[src/rtl/regfile_pkg.sv]
// Shared constants and helpers for the register file with pending-write scoreboard.
package regfile_pkg;

    localparam int          DATA_W_DEF = 32;
    localparam int          DEPTH_DEF  = 32;
    localparam int          ADDR_W_DEF = $clog2(DEPTH_DEF);
    localparam int unsigned ZERO_ADDR  = 0;

    typedef logic [ADDR_W_DEF-1:0] reg_addr_t;

    // A register index is writable/settable if it exists and is not the hardwired zero.
    function automatic logic addr_valid(input int unsigned addr,
                                        input int unsigned depth,
                                        input logic        zero_reg);
        return (addr < depth) && !(zero_reg && (addr == ZERO_ADDR));
    endfunction

endpackage

[src/rtl/rf_read_port.sv]
// One combinational read port: hardwired-zero, range check, write bypass and busy masking.
module rf_read_port
    import regfile_pkg::*;
#(
    parameter int DATA_W   = DATA_W_DEF,
    parameter int DEPTH    = DEPTH_DEF,
    parameter int ADDR_W   = $clog2(DEPTH),
    parameter bit ZERO_REG = 1'b1,
    parameter bit BYPASS   = 1'b1
) (
    input  logic [ADDR_W-1:0]             addr,
    input  logic [DEPTH-1:0][DATA_W-1:0]  regs,
    input  logic [DEPTH-1:0]              busy_q,
    input  logic                          wr_en,
    input  logic [ADDR_W-1:0]             wr_addr,
    input  logic [DATA_W-1:0]             wr_data,
    output logic [DATA_W-1:0]             data,
    output logic                          busy
);

    logic is_zero;
    logic in_range;
    logic forward;

    assign is_zero  = ZERO_REG && (32'(addr) == ZERO_ADDR);
    assign in_range = 32'(addr) < DEPTH;
    assign forward  = BYPASS && wr_en && (wr_addr == addr);

    // Zero register wins over the bypass; a forwarded operand is no longer pending.
    always_comb begin
        // NOTE: every output gets a default first so no path leaves it unassigned (no latch).
        data = '0;
        busy = 1'b0;
        if (!is_zero && in_range) begin
            if (forward) begin
                data = wr_data;
            end else begin
                data = regs[addr];
                busy = busy_q[addr];
            end
        end
    end

endmodule

[src/rtl/regfile_sb.sv]
// Multi-read-port register file with write bypass and a per-register pending-write scoreboard.
module regfile_sb
    import regfile_pkg::*;
#(
    parameter int DATA_W   = DATA_W_DEF,
    parameter int DEPTH    = DEPTH_DEF,
    parameter int ADDR_W   = $clog2(DEPTH),
    parameter int NREAD    = 2,
    parameter bit ZERO_REG = 1'b1,
    parameter bit BYPASS   = 1'b1
) (
    input  logic                      clk,
    input  logic                      reset,
    input  logic [NREAD*ADDR_W-1:0]   rd_addr,
    output logic [NREAD*DATA_W-1:0]   rd_data,
    output logic [NREAD-1:0]          rd_busy,
    input  logic                      wr_en,
    input  logic [ADDR_W-1:0]         wr_addr,
    input  logic [DATA_W-1:0]         wr_data,
    input  logic                      sb_set,
    input  logic [ADDR_W-1:0]         sb_addr,
    input  logic                      sb_flush,
    output logic [DEPTH-1:0]          busy_vec
);

    logic [DEPTH-1:0][DATA_W-1:0] regs_q;
    logic [DEPTH-1:0]             busy_q;
    logic [DEPTH-1:0]             busy_d;
    logic                         wr_valid;
    logic                         sb_valid;
    logic                         wr_in_range;

    assign wr_valid    = wr_en && addr_valid(32'(wr_addr), DEPTH, ZERO_REG);
    assign sb_valid    = sb_set && addr_valid(32'(sb_addr), DEPTH, ZERO_REG);
    assign wr_in_range = 32'(wr_addr) < DEPTH;

    // Data array. A flush squashes issue, not writeback, so the write always lands.
    always_ff @(posedge clk or negedge reset) begin
        if (!reset) begin
            // NOTE: the array is reset because the reset state must read as all zeros;
            // a RAM-style array without reset would not give that.
            regs_q <= '0;
        end else if (wr_valid) begin
            // NOTE: state is updated with <= so every flop samples pre-edge values.
            regs_q[wr_addr] <= wr_data;
        end
    end

    // Scoreboard next state: writeback clears, issue sets over it, flush clears everything.
    always_comb begin
        busy_d = busy_q;
        if (wr_en && wr_in_range) begin
            busy_d[wr_addr] = 1'b0;
        end
        if (sb_valid) begin
            busy_d[sb_addr] = 1'b1;
        end
        if (sb_flush) begin
            busy_d = '0;
        end
        if (ZERO_REG) begin
            busy_d[ZERO_ADDR] = 1'b0;
        end
    end

    always_ff @(posedge clk or negedge reset) begin
        if (!reset) begin
            busy_q <= '0;
        end else begin
            busy_q <= busy_d;
        end
    end

    assign busy_vec = busy_q;

    for (genvar k = 0; k < NREAD; k++) begin : g_port
        rf_read_port #(
            .DATA_W   (DATA_W),
            .DEPTH    (DEPTH),
            .ADDR_W   (ADDR_W),
            .ZERO_REG (ZERO_REG),
            .BYPASS   (BYPASS)
        ) u_port (
            .addr    (rd_addr[k*ADDR_W +: ADDR_W]),
            .regs    (regs_q),
            .busy_q  (busy_q),
            .wr_en   (wr_en),
            .wr_addr (wr_addr),
            .wr_data (wr_data),
            .data    (rd_data[k*DATA_W +: DATA_W]),
            .busy    (rd_busy[k])
        );
    end

endmodule

[config.mk]
export PLATFORM = sky130hd
export DESIGN_NAME = regfile_sb
export DESIGN_NICKNAME = d
export VERILOG_FILES = /design/src/rtl/regfile_pkg.sv /design/src/rtl/rf_read_port.sv /design/src/rtl/regfile_sb.sv
export SDC_FILE = /design/constraint.sdc
export NUM_CORES = 2
export LEC_CHECK = 0
export CAP_MARGIN = 20
export CORE_UTILIZATION = 63
export DETAILED_ROUTE_END_ITERATION = 6
export GPL_ROUTABILITY_DRIVEN = 0
export GPL_TIMING_DRIVEN = 0
export PLACE_DENSITY = 0.79
export REMOVE_ABC_BUFFERS = 1
export SLEW_MARGIN = 20
export SYNTH_ARGS = -nofsm -noshare
export SYNTH_HDL_FRONTEND = slang
export SYNTH_SLANG_ARGS = --single-unit
[constraint.sdc]
create_clock -name clk -period 3.1 [get_ports clk]
set_input_delay 0.62 -clock clk [delete_from_list [all_inputs] [get_ports clk]]
set_output_delay 0.62 -clock clk [all_outputs]
set_load 0.005 [all_outputs]
==> impl_metrics.json, run 1 <==
{
  "antenna_found_initial": 42,
  "synth_compound_area_share_pct": 5.42,
  "die_h_um": 301,
  "grt_use_total_pct": 73.4,
  "yosysSeqAreaShare_pct": 46.9,
  "io_pins": 155,
  "ys_seq_elements": 1055,
  "synth_cell_types": 62,
  "synthFlopType": "dfrtp_1",
  "h-tree-depth": 3,
  "die_w_um": 301,
  "lastStage": "global routing (5_1_grt)",
  "worst-ep-kind": "output port",
  "grt_max_degree": 166,
  "yosys-mux-area-fraction_pct": 41.3,
  "synthArstFlopShare_pct": 100,
  "synth-edff-count": 0,
  "yosys.area_share.simple_pct": 2.71,
  "yosysTopAreaCell": "dfrtp_1",
  "cts_buffers": 109,
  "avgSynthCellArea_um2": 14.8,
  "synthAdderAreaFrac_pct": 0,
  "tool.error": "[ERROR GRT-0232] Routing congestion too high. Check the congestion heatmap in the GUI.",
  "start_util_pct": 63.7,
  "synth_top_family_by_area": "multiplexers",
  "syn_area_mm2": 0.0563,
  "synth_xor_area_share_pct": 0.156,
  "cts-root-buf": "clkbuf_16",
  "yosysWarnings": 0,
  "status": "aborted with a tool error",
  "ys_top_cells_by_area": "dfrtp_1 47%, mux2_2 20%, mux4_2 20%",
  "repair-timing-grt-worst-ep": "rd_data[57]",
  "dpl.hpwl_mm": 113,
  "grt_overflow": 16,
  "syn_inst": 3798,
  "synth_top_area_share_pct": 46.9,
  "num_rows": 109,
  "port_buffers": 153,
  "clockBufferDepth": 3,
  "cts_sinks": 1055,
  "dp_slack_ns": -2.56
}
## synthesized netlist by cell type, drive strengths merged, types with 4 or more instances
library cell,count
a2111oi,4
a211oi,35
a21oi,55
a221o,30
a221oi,7
a22oi,166
and2,5
and3,17
buf,185
clkbuf,248
dfrtp,1055
mux2,1021
mux2i,42
mux4,503
nand2,93
nand2b,9
nand3,4
nand3b,7
nand4,4
nor2,82
nor2b,28
nor3,26
nor3b,12
nor4,5
o21ai,36
o221ai,13
o22ai,37
o41ai,13
or2,7
or3b,4
xnor2,10
## through the flow
stage                     area, µm²  hold WS [ns]  TNS [ns]  cells
after floorplan               54300         0.324     -4.47   3365
after global placement        57300         0.376         -   4683
after detailed placement      60100         0.381   -443.22   4786
after CTS                     69700         0.398     -4.95   5288
## repair_timing
item                                    CTS
endpoints found under the hold margin    70
resized for setup                       667
endpoints found under the setup margin   66
hold buffers                              1
pin swaps                               169
gates cloned                             73
setup buffers                           231
## metal layers
| layer | global-route usage [%] | GRT overflow |
|---|---|---|
| met1 | 73.7 | 3 |
| met2 | 85.1 | 5 |
| met3 | 65.6 | 2 |
| met4 | 65.3 | 6 |
| met5 | 51.1 | 0 |
## kinds of logic after synthesis
family                    after synthesis
AOI/OAI and AO/OA                     421
other                                   1
DFF                                  1055
xor gates and xnor gates               10
muxes                                1566
buffers and inverters                 436
and+or+nand+nor                       309
==> run 2, diff against run 1 <==
Settings changed: CORE_UTILIZATION 63 to 40, PLACE_DENSITY 0.79 to default, PLACE_DENSITY_LB_ADDON from default to 0.15.
==> run 2 against run 1 <==
Net effect:
- the flow now finishes, with violations (negative hold slack, negative setup slack)
- synthesized cell count unchanged
- area after synthesis is the same
==> impl_metrics.json, run 2 <==
{
  "tritoncts": "built",
  "cp_data_required_time_ns": 2.48,
  "grt_use_total_pct": 30.5,
  "powerDensity_mw_per_mm2": 587,
  "worstMarginPinSlew_ns": 1.17,
  "start_util_pct": 40.3,
  "setup_ws_ns": -0.535,
  "synth-edff-count": 0,
  "port_buffers": 153,
  "final_common_cell": "dfrtp_1",
  "core_area_mm2": 0.140,
  "ir_drop_uv": 443,
  "worst-setup-path-type": "input port to output pin",
  "io_pins": 155,
  "avgSynthCellArea_um2": 14.8,
  "p_sw_share_pct": 27.7,
  "clk_pin_slew_ns": 0.06,
  "syn_inst": 3798,
  "p_leak_nw": 30.8,
  "cts_buffers": 120,
  "hold_path_class": "input port to asynchronous set/reset pin",
  "clockBufferDepth": 3,
  "die_area_mm2": 0.142,
  "layout-area-overhead-vs-synth_pct": 28.5,
  "largest_reg_flops": 1024,
  "drtIter0Drc": 3798,
  "synthFlopType": "dfrtp_1",
  "arrival_ns": 3.01,
  "grt_pass1_wl_mm": 307,
  "grt_max_degree": 137,
  "cp_max_fo": 6,
  "dpl.hpwl_mm": 118,
  "drc": 0,
  "yosysWarnings": 0,
  "maxCapViolCount": 0,
  "die_w_um": 377,
  "regMostFlops": "regs_q",
  "setup_tns_ns": -21.50,
  "yosysTopAreaCell": "dfrtp_1",
  "ant_nets": 0,
  "period_needed_ns": 3.63,
  "ys_seq_elements": 1055,
  "fin_crit_sh_pct": 117,
  "status": "complete, but fails checks",
  "wl_mm": 216,
  "synth_top_area_share_pct": 46.9,
  "syn_area_mm2": 0.0563,
  "cts_sinks": 1055,
  "ys_top_cells_by_area": "dfrtp_1 47%, mux2_2 20%, mux4_2 20%",
  "vias_per_cell": 6.44,
  "finalPower_mw": 42.5,
  "p_sw_mw": 11.8,
  "die_h_um": 377,
  "num-nets-final": 4188,
  "first_global_vias": 39750,
  "grt_overflow": 0,
  "violations": "negative hold slack, negative setup slack",
  "synth_common_cells": "1,055 x dfrtp_1, 1,009 x mux2_2, 503 x mux4_2",
  "clk_latency_ns": 0.73,
  "antenna_found_initial": 11,
  "num_rows": 137,
  "vias": 39338,
  "p_seq_share_pct": 42.5,
  "startpoint": "rd_addr[5]",
  "hold-worst-slack_ns": -0.213,
  "drive_above_1_share_pct": 62.5,
  "slew_headroom_pct": 22.1,
  "synthArstFlopShare_pct": 100,
  "slew_violations": 0,
  "synth_cell_types": 62,
  "nFillCells": 11532,
  "fmax_mhz": 275,
  "hold_viol": 117,
  "rsz0062_at_grt": "true",
  "end_kind": "output pin",
  "h-tree-depth": 3,
  "intPower_mw": 30.7,
  "worstReg2RegStart": "busy_vec[28]",
  "layout_common_cells": "1,055 x dfrtp_1, 1,009 x mux2_2, 503 x mux4_2, 156 x buf_4, 130 x clkbuf_16",
  "skew_ns": 0,
  "wl_per_cell_um": 35.4,
  "yosysMostFrequentCell": "dfrtp_1",
  "setup-violations-final": 66,
  "firstDrtPassIters": 7,
  "start_kind": "input port",
  "yosysSeqAreaShare_pct": 46.9,
  "cts-root-buf": "clkbuf_16",
  "pwr-share-comb_pct": 22.9,
  "p_clk_share_pct": 34.6
}
## run 2: cell type report
| class | count | area (µm²) | share of cell area [%] |
|---|---|---|---|
| sequential | 1055 | 26400 | 36.5 |
| tap | 1876 | 2350 | 3.24 |
| antenna | 4 | 10.0 | 0.0138 |
| clock buffer | 189 | 3690 | 5.11 |
| inverter | 3 | 16.3 | 0.0225 |
| clock inverter | 33 | 339 | 0.469 |
| multi-input combinational | 2309 | 30000 | 41.5 |
| timing repair buffer | 642 | 9530 | 13.2 |
## run 2: through the flow
| stage | cell area (µm²) | hold WS, ns | utilization [%] | setup WS, ns | instances |
|---|---|---|---|---|---|
| 2_1_floorplan | 54300 | 0.324 | - | -0.405 | 3365 |
| 4_1_cts | 71300 | -0.193 | 51.1 | -0.491 | 6052 |
| 3_3_place_gp | 58200 | 0.377 | 41.7 | -49.52 | 5394 |
| 6_report | 72300 | -0.213 | 51.8 | -0.535 | 6111 |
| 5_1_grt | 72300 | -0.197 | 51.8 | -0.569 | 6109 |
| 3_5_place_dp | 61300 | 0.381 | 43.9 | -3.44 | 5504 |
## run 2: cells by family (layout without fill, tap and decap cells)
| kind of cell | count (synthesis) | in the layout | synth area share (%) |
|---|---|---|---|
| xor+xnor | 10 | 10 | 0.156 |
| flops | 1055 | 1055 | 46.9 |
| compound gates | 421 | 421 | 5.42 |
| other cells | 1 | 5 | 0.00666 |
| mux | 1566 | 1566 | 41.3 |
| simple gates | 309 | 311 | 2.71 |
| buf+inv | 436 | 867 | 3.49 |
## run 2: per-layer routing
layer,global-route usage [%],share of wire (%),routed length [µm],vias to the layer above
met3,6.47,8.2,17700,478
met4,12.7,4.5,9680,8
met1,43.2,42,91700,21405
met5,0,0.021,46,-
li1,-,-,-,15540
met2,45.3,45,97300,1907
## run 2: power groups by stage
stage	clock, mW	combinational (mW)	sequential (mW)
final	14.7	9.73	18.1
after global routing	15.5	10.2	18.4
after CTS	14.9	9.47	18.0
after detailed placement	0	8.32	18.2
after global placement	0	9.02	18.3
after floorplan	0	5.56	17.7
## run 2: path summary, 6_finish.rpt
kind                            slack, ns  cells past startpoint           end
max in group asynchronous            0.47                      5   regs_q[595]
worst min-delay path                -0.21                      1   busy_vec[3]
worst max-delay path                -0.53                     13   rd_data[38]
min in group clk                     0.39                      2   busy_vec[1]
worst min register to register       0.40                      0     regs_q[2]
worst max register to register       2.24                      2  busy_vec[28]
## run 2: timing repair
item | in CTS | in global routing
cloned | 67 | 7
setup endpoints to repair | 91 | 66
buffers inserted | 262 | 72
pin swaps | 173 | 113
hold endpoints to repair | 117 | 117
resized for setup | 675 | 205
## run 2: worst max-delay path: stages
cell     delay (ns)
buf_12         0.10
buf_16         0.12
buf_16         0.14
buf_16         0.14
buf_16         0.14
buf_12         0.14
buf_6          0.12
buf_8          0.12
mux4_2         0.45
a22oi_2        0.19
nand2_1        0.07
a221o_1        0.45
buf_2          0.18
Note: power is estimated with default switching activity, not from simulation.
